$ cat src/rtl/font_writer8x12.sv
// Glyph-RAM write engine for the 8x12 font: gathers a 24-bit scan row
// from three byte writes, then emits it as eight single-alpha RAM writes.
module font_writer8x12 (
    input  logic        i_clk,
    input  logic        i_rst,
    input  logic        i_wr,
    input  logic [1:0]  i_addr,
    input  logic [7:0]  i_data,
    output logic        o_ready,
    output logic        o_err,
    output logic        o_we,
    output logic [14:0] o_waddr,
    output logic [2:0]  o_wdata
);

    typedef enum logic {IDLE, EMIT} state_t;

    localparam logic [1:0] A_CHAR = 2'd0;
    localparam logic [1:0] A_ROW  = 2'd1;
    localparam logic [1:0] A_DATA = 2'd2;
    localparam logic [1:0] A_CTRL = 2'd3;

    state_t      state_q, state_d;
    logic [7:0]  char_q, char_d;
    logic [3:0]  row_q, row_d;
    logic [1:0]  bidx_q, bidx_d;
    logic [23:0] word_q, word_d;
    logic [2:0]  col_q, col_d;
    logic        err_q, err_d;
    logic [14:0] waddr_q, waddr_d;
    logic [2:0]  wdata_q, wdata_d;

    logic        accept;
    logic        row_done;
    logic [2:0]  col_nx;
    logic [4:0]  col_base;

    assign accept   = i_wr && (state_q == IDLE);
    assign row_done = accept && (i_addr == A_DATA) && (bidx_q == 2'd2);
    assign col_nx   = col_q + 3'd1;
    assign col_base = {2'b00, col_nx} * 5'd3;

    always_ff @(posedge i_clk) begin
        if (i_rst) state_q <= IDLE;
        else       state_q <= state_d;
    end

    always_comb begin
        state_d = state_q;
        unique case (state_q)
            IDLE: if (row_done) state_d = EMIT;
            EMIT: if (col_q == 3'd7) state_d = IDLE;
            default: state_d = IDLE;
        endcase
    end

    always_comb begin
        o_ready = (state_q == IDLE);
        o_we    = (state_q == EMIT);
        o_err   = err_q;
        o_waddr = waddr_q;
        o_wdata = wdata_q;
    end

    always_comb begin
        char_d  = char_q;
        row_d   = row_q;
        bidx_d  = bidx_q;
        word_d  = word_q;
        col_d   = col_q;
        err_d   = err_q;
        waddr_d = waddr_q;
        wdata_d = wdata_q;
        if (accept) begin
            unique case (i_addr)
                A_CHAR: begin
                    char_d = i_data;
                    bidx_d = 2'd0;
                end
                A_ROW: begin
                    if (i_data[3:0] <= 4'd11) begin
                        row_d  = i_data[3:0];
                        bidx_d = 2'd0;
                    end
                end
                A_DATA: begin
                    word_d[8*bidx_q +: 8] = i_data;
                    if (bidx_q == 2'd2) begin
                        bidx_d  = 2'd0;
                        col_d   = 3'd0;
                        waddr_d = {row_q, char_q, 3'd0};
                        wdata_d = word_d[2:0];
                    end else begin
                        bidx_d = bidx_q + 2'd1;
                    end
                end
                A_CTRL: begin
                    if (i_data[0]) err_d = 1'b0;
                    if (i_data[1]) bidx_d = 2'd0;
                end
                default: ;
            endcase
        end
        if (state_q == EMIT) begin
            col_d = col_nx;
            if (col_q == 3'd7) begin
                // Auto-advance: rows 0..11 within a char, then next char
                if (row_q == 4'd11) begin
                    row_d  = 4'd0;
                    char_d = char_q + 8'd1;
                end else begin
                    row_d = row_q + 4'd1;
                end
            end else begin
                waddr_d = {row_q, char_q, col_nx};
                wdata_d = word_q[col_base +: 3];
            end
        end
        // Set wins over a same-cycle CTRL clear
        if ((i_wr && state_q != IDLE) ||
            (accept && i_addr == A_ROW && i_data[3:0] > 4'd11))
            err_d = 1'b1;
    end

    always_ff @(posedge i_clk) begin
        if (i_rst) begin
            char_q  <= '0;
            row_q   <= '0;
            bidx_q  <= '0;
            word_q  <= '0;
            col_q   <= '0;
            err_q   <= 1'b0;
            waddr_q <= '0;
            wdata_q <= '0;
        end else begin
            char_q  <= char_d;
            row_q   <= row_d;
            bidx_q  <= bidx_d;
            word_q  <= word_d;
            col_q   <= col_d;
            err_q   <= err_d;
            waddr_q <= waddr_d;
            wdata_q <= wdata_d;
        end
    end

endmodule

$ cat config.mk
export PLATFORM = sky130hd
export DESIGN_NAME = font_writer8x12
export DESIGN_NICKNAME = d
export VERILOG_FILES = /design/src/rtl/font_writer8x12.sv
export SDC_FILE = /design/constraint.sdc
export NUM_CORES = 1
export LEC_CHECK = 0
export BUFFER_PORTS_ARGS = -buffer_cell sky130_fd_sc_hd__buf_2
export CORE_UTILIZATION = 30
export DETAILED_ROUTE_END_ITERATION = 10
export GPL_TIMING_DRIVEN = 0
export PLACE_DENSITY = 0.46
export SLEW_MARGIN = 20
export SYNTH_ARGS = -nofsm -noshare
export SYNTH_HDL_FRONTEND = slang
export SYNTH_SLANG_ARGS = --single-unit
$ cat constraint.sdc
create_clock -name i_clk -period 3.1 [get_ports i_clk]
set_input_delay 0.62 -clock i_clk [delete_from_list [all_inputs] [get_ports i_clk]]
set_output_delay 0.62 -clock i_clk [all_outputs]
set_load 0.05 [all_outputs]
# Word-level counts from Yosys, hierarchy flattened
# Cells that the tools add are included.
[classes]
n_addsub = 5
mul = 1
n_lt_le_gt_ge = 2
n_eq_ne = 8
shifts = 3
mux = 37
bitwise_logic = 1
n_reduce_logical = 18
[ops]
columns = ["operator", "n"]
rows = [
  ["$mux 15", 5],
  ["$mux 8", 5],
  ["$neg 5->34", 1],
  ["$shift 8x34->24 const A", 1],
  ["$shiftx 8x34->24", 1],
  ["$mux 3", 9],
  ["$bwmux 24", 1],
  ["$mux 4", 6],
  ["$shiftx 24x6->3", 1],
  ["$reduce_bool 2->1", 6],
  ["$reduce_and 3->1", 3],
  ["$add 8x1->8 const B", 1],
  ["$pmux 2 s4", 1],
  ["$eq 2x2->1 const B", 3],
  ["$logic_and 1x1->1", 6],
  ["$mux 1", 6],
  ["$mux 2", 3],
  ["$mul 3x2->5 const B", 1],
  ["$add 4x1->4 const B", 1],
  ["$eq 4x4->1 const B", 1],
  ["$gt 4x4->1 const B", 1],
  ["$le 4x4->1 const B", 1],
  ["$ne 2x2->1 const B", 2],
  ["$add 3x1->3 const B", 1],
  ["other kinds (8)", 8],
]
[totals]
regBits = 61

# Logic depth before layout (Yosys ltp)
[depth]
depth_word = 8
mapped_depth = 9
depth_no_buf = 6

# Worst setup path before layout
# OpenSTA, ideal clock, no wires.
[synth_timing]
kind = "reg-to-reg"
from = "register state_q, in the netlist o_we"
to = "register waddr_q[7], in the netlist o_waddr[7]"
setup_ns = 0.128
arrival_ns = 1.733
setup_slack_ns = 1.239
path_stages_with_launch = 8
path_buffers = 3
path_cell_list = "dfxtp_1 > and4bb_1 > buf_4 > a21boi_2 > buf_6 > buf_6 > mux2i_1 > nor2_1"
[synth_via]
elab_chain_len = 5
[synth_rtl]
columns = ["element", "line", "text"]
rows = [
  ["from (decl)", "23", "state_t state_q, state_d;"],
  ["from (signal assigned)", "45", "else state_q <= state_d;"],
  ["$not 1->1", "38", "assign accept = i_wr && (state_q == IDLE);"],
  ["$logic_and 1x1->1", "38", ""],
  ["$mux 15", "74", "if (accept) begin"],
  ["$mux 15", "106", "if (col_q == 3'd7) begin"],
  ["$mux 15 *", "104", "if (state_q == EMIT) begin"],
  ["to (signal assigned)", "142", "waddr_q <= waddr_d;"],
  ["to (decl)", "30", "logic [14:0] waddr_q, waddr_d;"],
]
# Mark *: on every way between the ends. The rest lies on a longest branch, timed or not.
# A chain may end at the register's enable or synchronous reset.

# Worst setup path after layout
[layout_timing]
from = "register bidx_q[0]"
to = "register word_q[13]"
[layout_via]
elab_chain_len = 3
[layout_rtl]
columns = ["element", "line", "text"]
rows = [
  ["from (decl)", "26", "logic [1:0] bidx_q, bidx_d;"],
  ["from (signal assigned)", "138", "bidx_q <= bidx_d;"],
  ["$neg 5->34 *", "87", "word_d[8*bidx_q +: 8] = i_data;"],
  ["$shiftx 8x34->24 / $shift 8x34->24 (equally long branches)", "87", ""],
  ["$bwmux 24 *", "87", ""],
  ["to (signal assigned)", "139", "word_q <= word_d;"],
  ["to (decl)", "27", "logic [23:0] word_q, word_d;"],
]
# Marked as above.

==> flow_metrics.py <==
metrics = {
    "outcome": {
        "result_of_the_run": "completed",
    },
    "worst_setup_path": {
        "timing.critical_path.from_type": "flip-flop",
        "ff2ff_setup_slack_ps": 960,
        "arrival_ps": 2410,
        "r2r_start": "bidx_q[0]$_SDFFE_PP0P_",
        "crit_required_ps": 3370,
        "worst-path-buf-inv": 2,
        "r2r_worst_path_depth": 6,
        "worst_setup_path_end_kind": "flip-flop",
        "slowest_delay_ps": 800,
        "timing.critical_path.slowest_stage_cell": "sky130_fd_sc_hd__nor3b_1",
        "timing.critical_path.max_delay_family": "simple AND/OR/NAND/NOR gates",
        "crit-reg2reg-capture": "word_q[13]$_SDFFE_PP0P_",
        "setup.worst_path.class": "flip-flop to flip-flop",
        "critical_path_peak_fanout": 10,
        "worstPathCellList": "inv_1 -> ha_1 -> clkbuf_1 -> nor3b_1 -> nand3_1 -> a21oi_1",
    },
    "clocking": {
        "cts-root-buf": "sky130_fd_sc_hd__clkbuf_8",
        "htreeDepth": 3,
        "postCtsResizedCells": 0,
        "cts.reportedPaths.clkPinSlew_ps": 70,
        "insertion_delay_ps": 340,
        "cts_buffers": 9,
        "cts_post_setup_buffers_inserted": 0,
        "clockBufferDepth": 2,
        "cts_hold_buffers": 0,
        "tritoncts_num_sinks": 61,
        "cts_tree": "yes",
    },
    "layout": {
        "finalNetCount": 397,
        "layout-area-overhead-vs-synth_pct": 16.24,
        "layout-drive-gt1-share_pct": 16.32,
        "postLayoutCellArea_um2": 3367,
        "finalNonFillerCells": 509,
        "antenna_cells_inserted": 0,
    },
    "hold_path": {
        "hold_path_depth": 2,
        "hold-path-endpoint": "word_q[16]$_SDFFE_PP0P_",
        "hold_start": "word_q[16]$_SDFFE_PP0P_",
        "min-delay-path-class": "flip-flop to flip-flop",
    },
    "die": {
        "die-area_um2": 10050,
        "die_width_um": 100.3,
        "fp.coreArea_um2": 9284,
        "top_level_ports": 34,
        "floorplan.die.height_um": 100.3,
        "rows": 35,
        "initial_utilization_pct": 31.20,
    },
    "placed_design": {
        "finalWeightedCongestion": 0.7882,
        "place_inst": 494,
        "post-dp-hpwl_um": 5912,
        "placed_cell_area_um2": 3208,
        "port_buffers": 30,
    },
    "route": {
        "wl_met1_um": 3787,
        "vias": 2589,
        "drt-vias-per-instance": 5.086,
        "route.top_layer_used": "met4",
        "met3_wirelength_um": 401,
        "drt-initial-drc-count": 107,
        "routedWlPerCell_um": 16.27,
        "drt.antenna.violating_nets": 0,
        "drt_pass1_iterations": 7,
        "drc_errors": 0,
        "totalWireLength_um": 8283,
        "met2RoutedLength_um": 3948,
    },
    "synthesis": {
        "yosys.cell_count.top_type": "sky130_fd_sc_hd__dfxtp_1",
        "synth.ff_latch_count": 61,
        "syn_area_um2": 2897,
        "synth.yosys.seq_area_share_pct": 42.16,
        "ys_types": 46,
        "post_synth_arst_share_pct": 0,
        "synthCells": 335,
        "ys_warns": 0,
        "post_synth.cell_area_avg_um2": 8.646,
        "netlist_top_cells_area": "sky130_fd_sc_hd__dfxtp_1 42%, sky130_fd_sc_hd__a21oi_1 6.4%, sky130_fd_sc_hd__mux2i_1 5.2%",
        "post_synth_most_frequent_cells": "61 x sky130_fd_sc_hd__dfxtp_1, 38 x sky130_fd_sc_hd__nand2_1, 37 x sky130_fd_sc_hd__a21oi_1",
        "synth-edff-count": 0,
        "synth_top_area_cell": "sky130_fd_sc_hd__dfxtp_1",
        "syn-num-nets": 356,
        "postSynth.topFlopCell": "sky130_fd_sc_hd__dfxtp_1",
        "yosys.area.top_type_share_pct": 42.16,
    },
    "pwr": {
        "power_mw": 1.499,
        "vdd.ir_drop.worst_v": 0.0001667,
        "power_per_cell_area_nw_per_um2": 445.3,
        "total_leakage_power_nw": 1.298,
    },
    "global_routing": {
        "grt.overflow.total": 0,
        "global_route.usage.total_pct": 18.04,
        "via_count_of_the_first_global_routing_pass": 2596,
        "grt_antenna_before_repair": 0,
        "grt_start_max_net_pins": 11,
        "grt_first_pass_wirelength_um": 13570,
    },
    "sta": {
        "finalHoldViolations": 0,
        "finalSetupTns_ps": 0,
        "finalSetupViolCount": 0,
        "min_period_over_period_pct": 69.03,
        "tightest_slew_ps": 934.8,
        "slew_violations": 0,
        "rsz0062_at_grt": "no",
        "max_clock_freq_mhz": 467.3,
        "finalClockSkew_ps": 3.392,
        "final.min_clock_period_ps": 2140,
        "relSlewSlack_pct": 37.55,
    },
    "job": {
        "timing.max_cap.violations": 0,
    },
}
[layer usage]
metal / global-route usage (%) / vias to the layer above
met5: 0 / -
met4: 6.243 / 0
met3: 4.387 / 15
met2: 30.08 / 67
met1: 22.72 / 1228
li1: - / 1279
[worst max path at each step]
stage | from | endpoint | slack [ps] | depth (start not counted)
6_report | bidx_q[0]$_SDFFE_PP0P_ | word_q[13]$_SDFFE_PP0P_ | 960 | 6
5_1_grt | bidx_q[0]$_SDFFE_PP0P_ | word_q[18]$_SDFFE_PP0P_ | 700 | 6
4_1_cts | col_q[0]$_SDFFE_PP0P_ | o_waddr[12]$_SDFF_PP0_ | 960 | 9
3_5_place_dp | i_rst | col_q[0]$_SDFFE_PP0P_ | 810 | 4
3_3_place_gp | i_rst | col_q[1]$_SDFFE_PP0P_ | 840 | 4
2_1_floorplan | o_we$_SDFF_PP0_ | o_waddr[7]$_SDFF_PP0_ | 1240 | 7
[final cells by class]
type | count | area (um^2)
fillers | 1015 | 5917
clock buffers | 13 | 148.9
clock inverters | 2 | 10.01
multi-input cells | 240 | 1520
repair buffers | 30 | 150.1
plain buffers | 22 | 110.1
flip-flops and latches | 61 | 1221
well taps | 129 | 161.4
inverters | 12 | 45.04
[per-stage QoR]
step,setup slack [ps],hold WS [ps],utilization [%]
detailed placement,806.8,443.2,34.56
global route,703.9,474.8,36.27
global placement,841.7,436.5,34.56
finish,960.1,448.4,36.27
floorplan,1239,428.7,-
CTS,964.2,452.6,36.27
[registers in the layout (all words and copies together), names as in the netlist]
| signal | cells |
|---|---|
| o_waddr | 15 |
| o_we | 1 |
| char_q | 8 |
| word_q | 24 |
| col_q | 3 |
| row_q | 4 |
| bidx_q | 2 |
| o_err | 1 |
| o_wdata | 3 |
[power breakdown]
| part | switching, mW | leakage (nW) | internal (mW) | total, mW |
|---|---|---|---|---|
| clock network | 0.299 | 0.0833 | 0.306 | 0.604 |
| registers | 0.00950 | 0.492 | 0.793 | 0.803 |
| logic | 0.0644 | 0.723 | 0.0277 | 0.0921 |
| total | 0.373 | 1.30 | 1.13 | 1.50 |
[tightest hold or removal path, stage by stage, from the launching register on]
cell and delay (ps):
sky130_fd_sc_hd__dfxtp_1 310, sky130_fd_sc_hd__nand2_1 50, sky130_fd_sc_hd__a21oi_1 50
[logic make-up after synthesis]
| family | Yosys count | synth area share (%) |
|---|---|---|
| simple gates | 140 | 23.76 |
| xor+xnor | 1 | 0.3024 |
| compound gates | 70 | 15.12 |
| fa+ha+maj | 8 | 3.456 |
| mux | 21 | 9.849 |
| flops | 61 | 42.16 |
| buf+inv | 34 | 5.356 |
[layout by cell type, fill, tap and decap left out, types with 6 or more instances in the layout]
cell type	n
sky130_fd_sc_hd__nor3_1	7
sky130_fd_sc_hd__nor2_1	33
sky130_fd_sc_hd__clkbuf_1	13
sky130_fd_sc_hd__a21oi_1	37
sky130_fd_sc_hd__ha_1	8
sky130_fd_sc_hd__clkbuf_8	10
sky130_fd_sc_hd__dfxtp_1	61
sky130_fd_sc_hd__nand3_1	29
sky130_fd_sc_hd__mux4_2	6
sky130_fd_sc_hd__nand2_1	38
sky130_fd_sc_hd__inv_1	12
sky130_fd_sc_hd__buf_2	36
sky130_fd_sc_hd__o21ai_0	6
sky130_fd_sc_hd__mux2i_1	15
No activity file was read; power rests on OpenSTA's default activity.
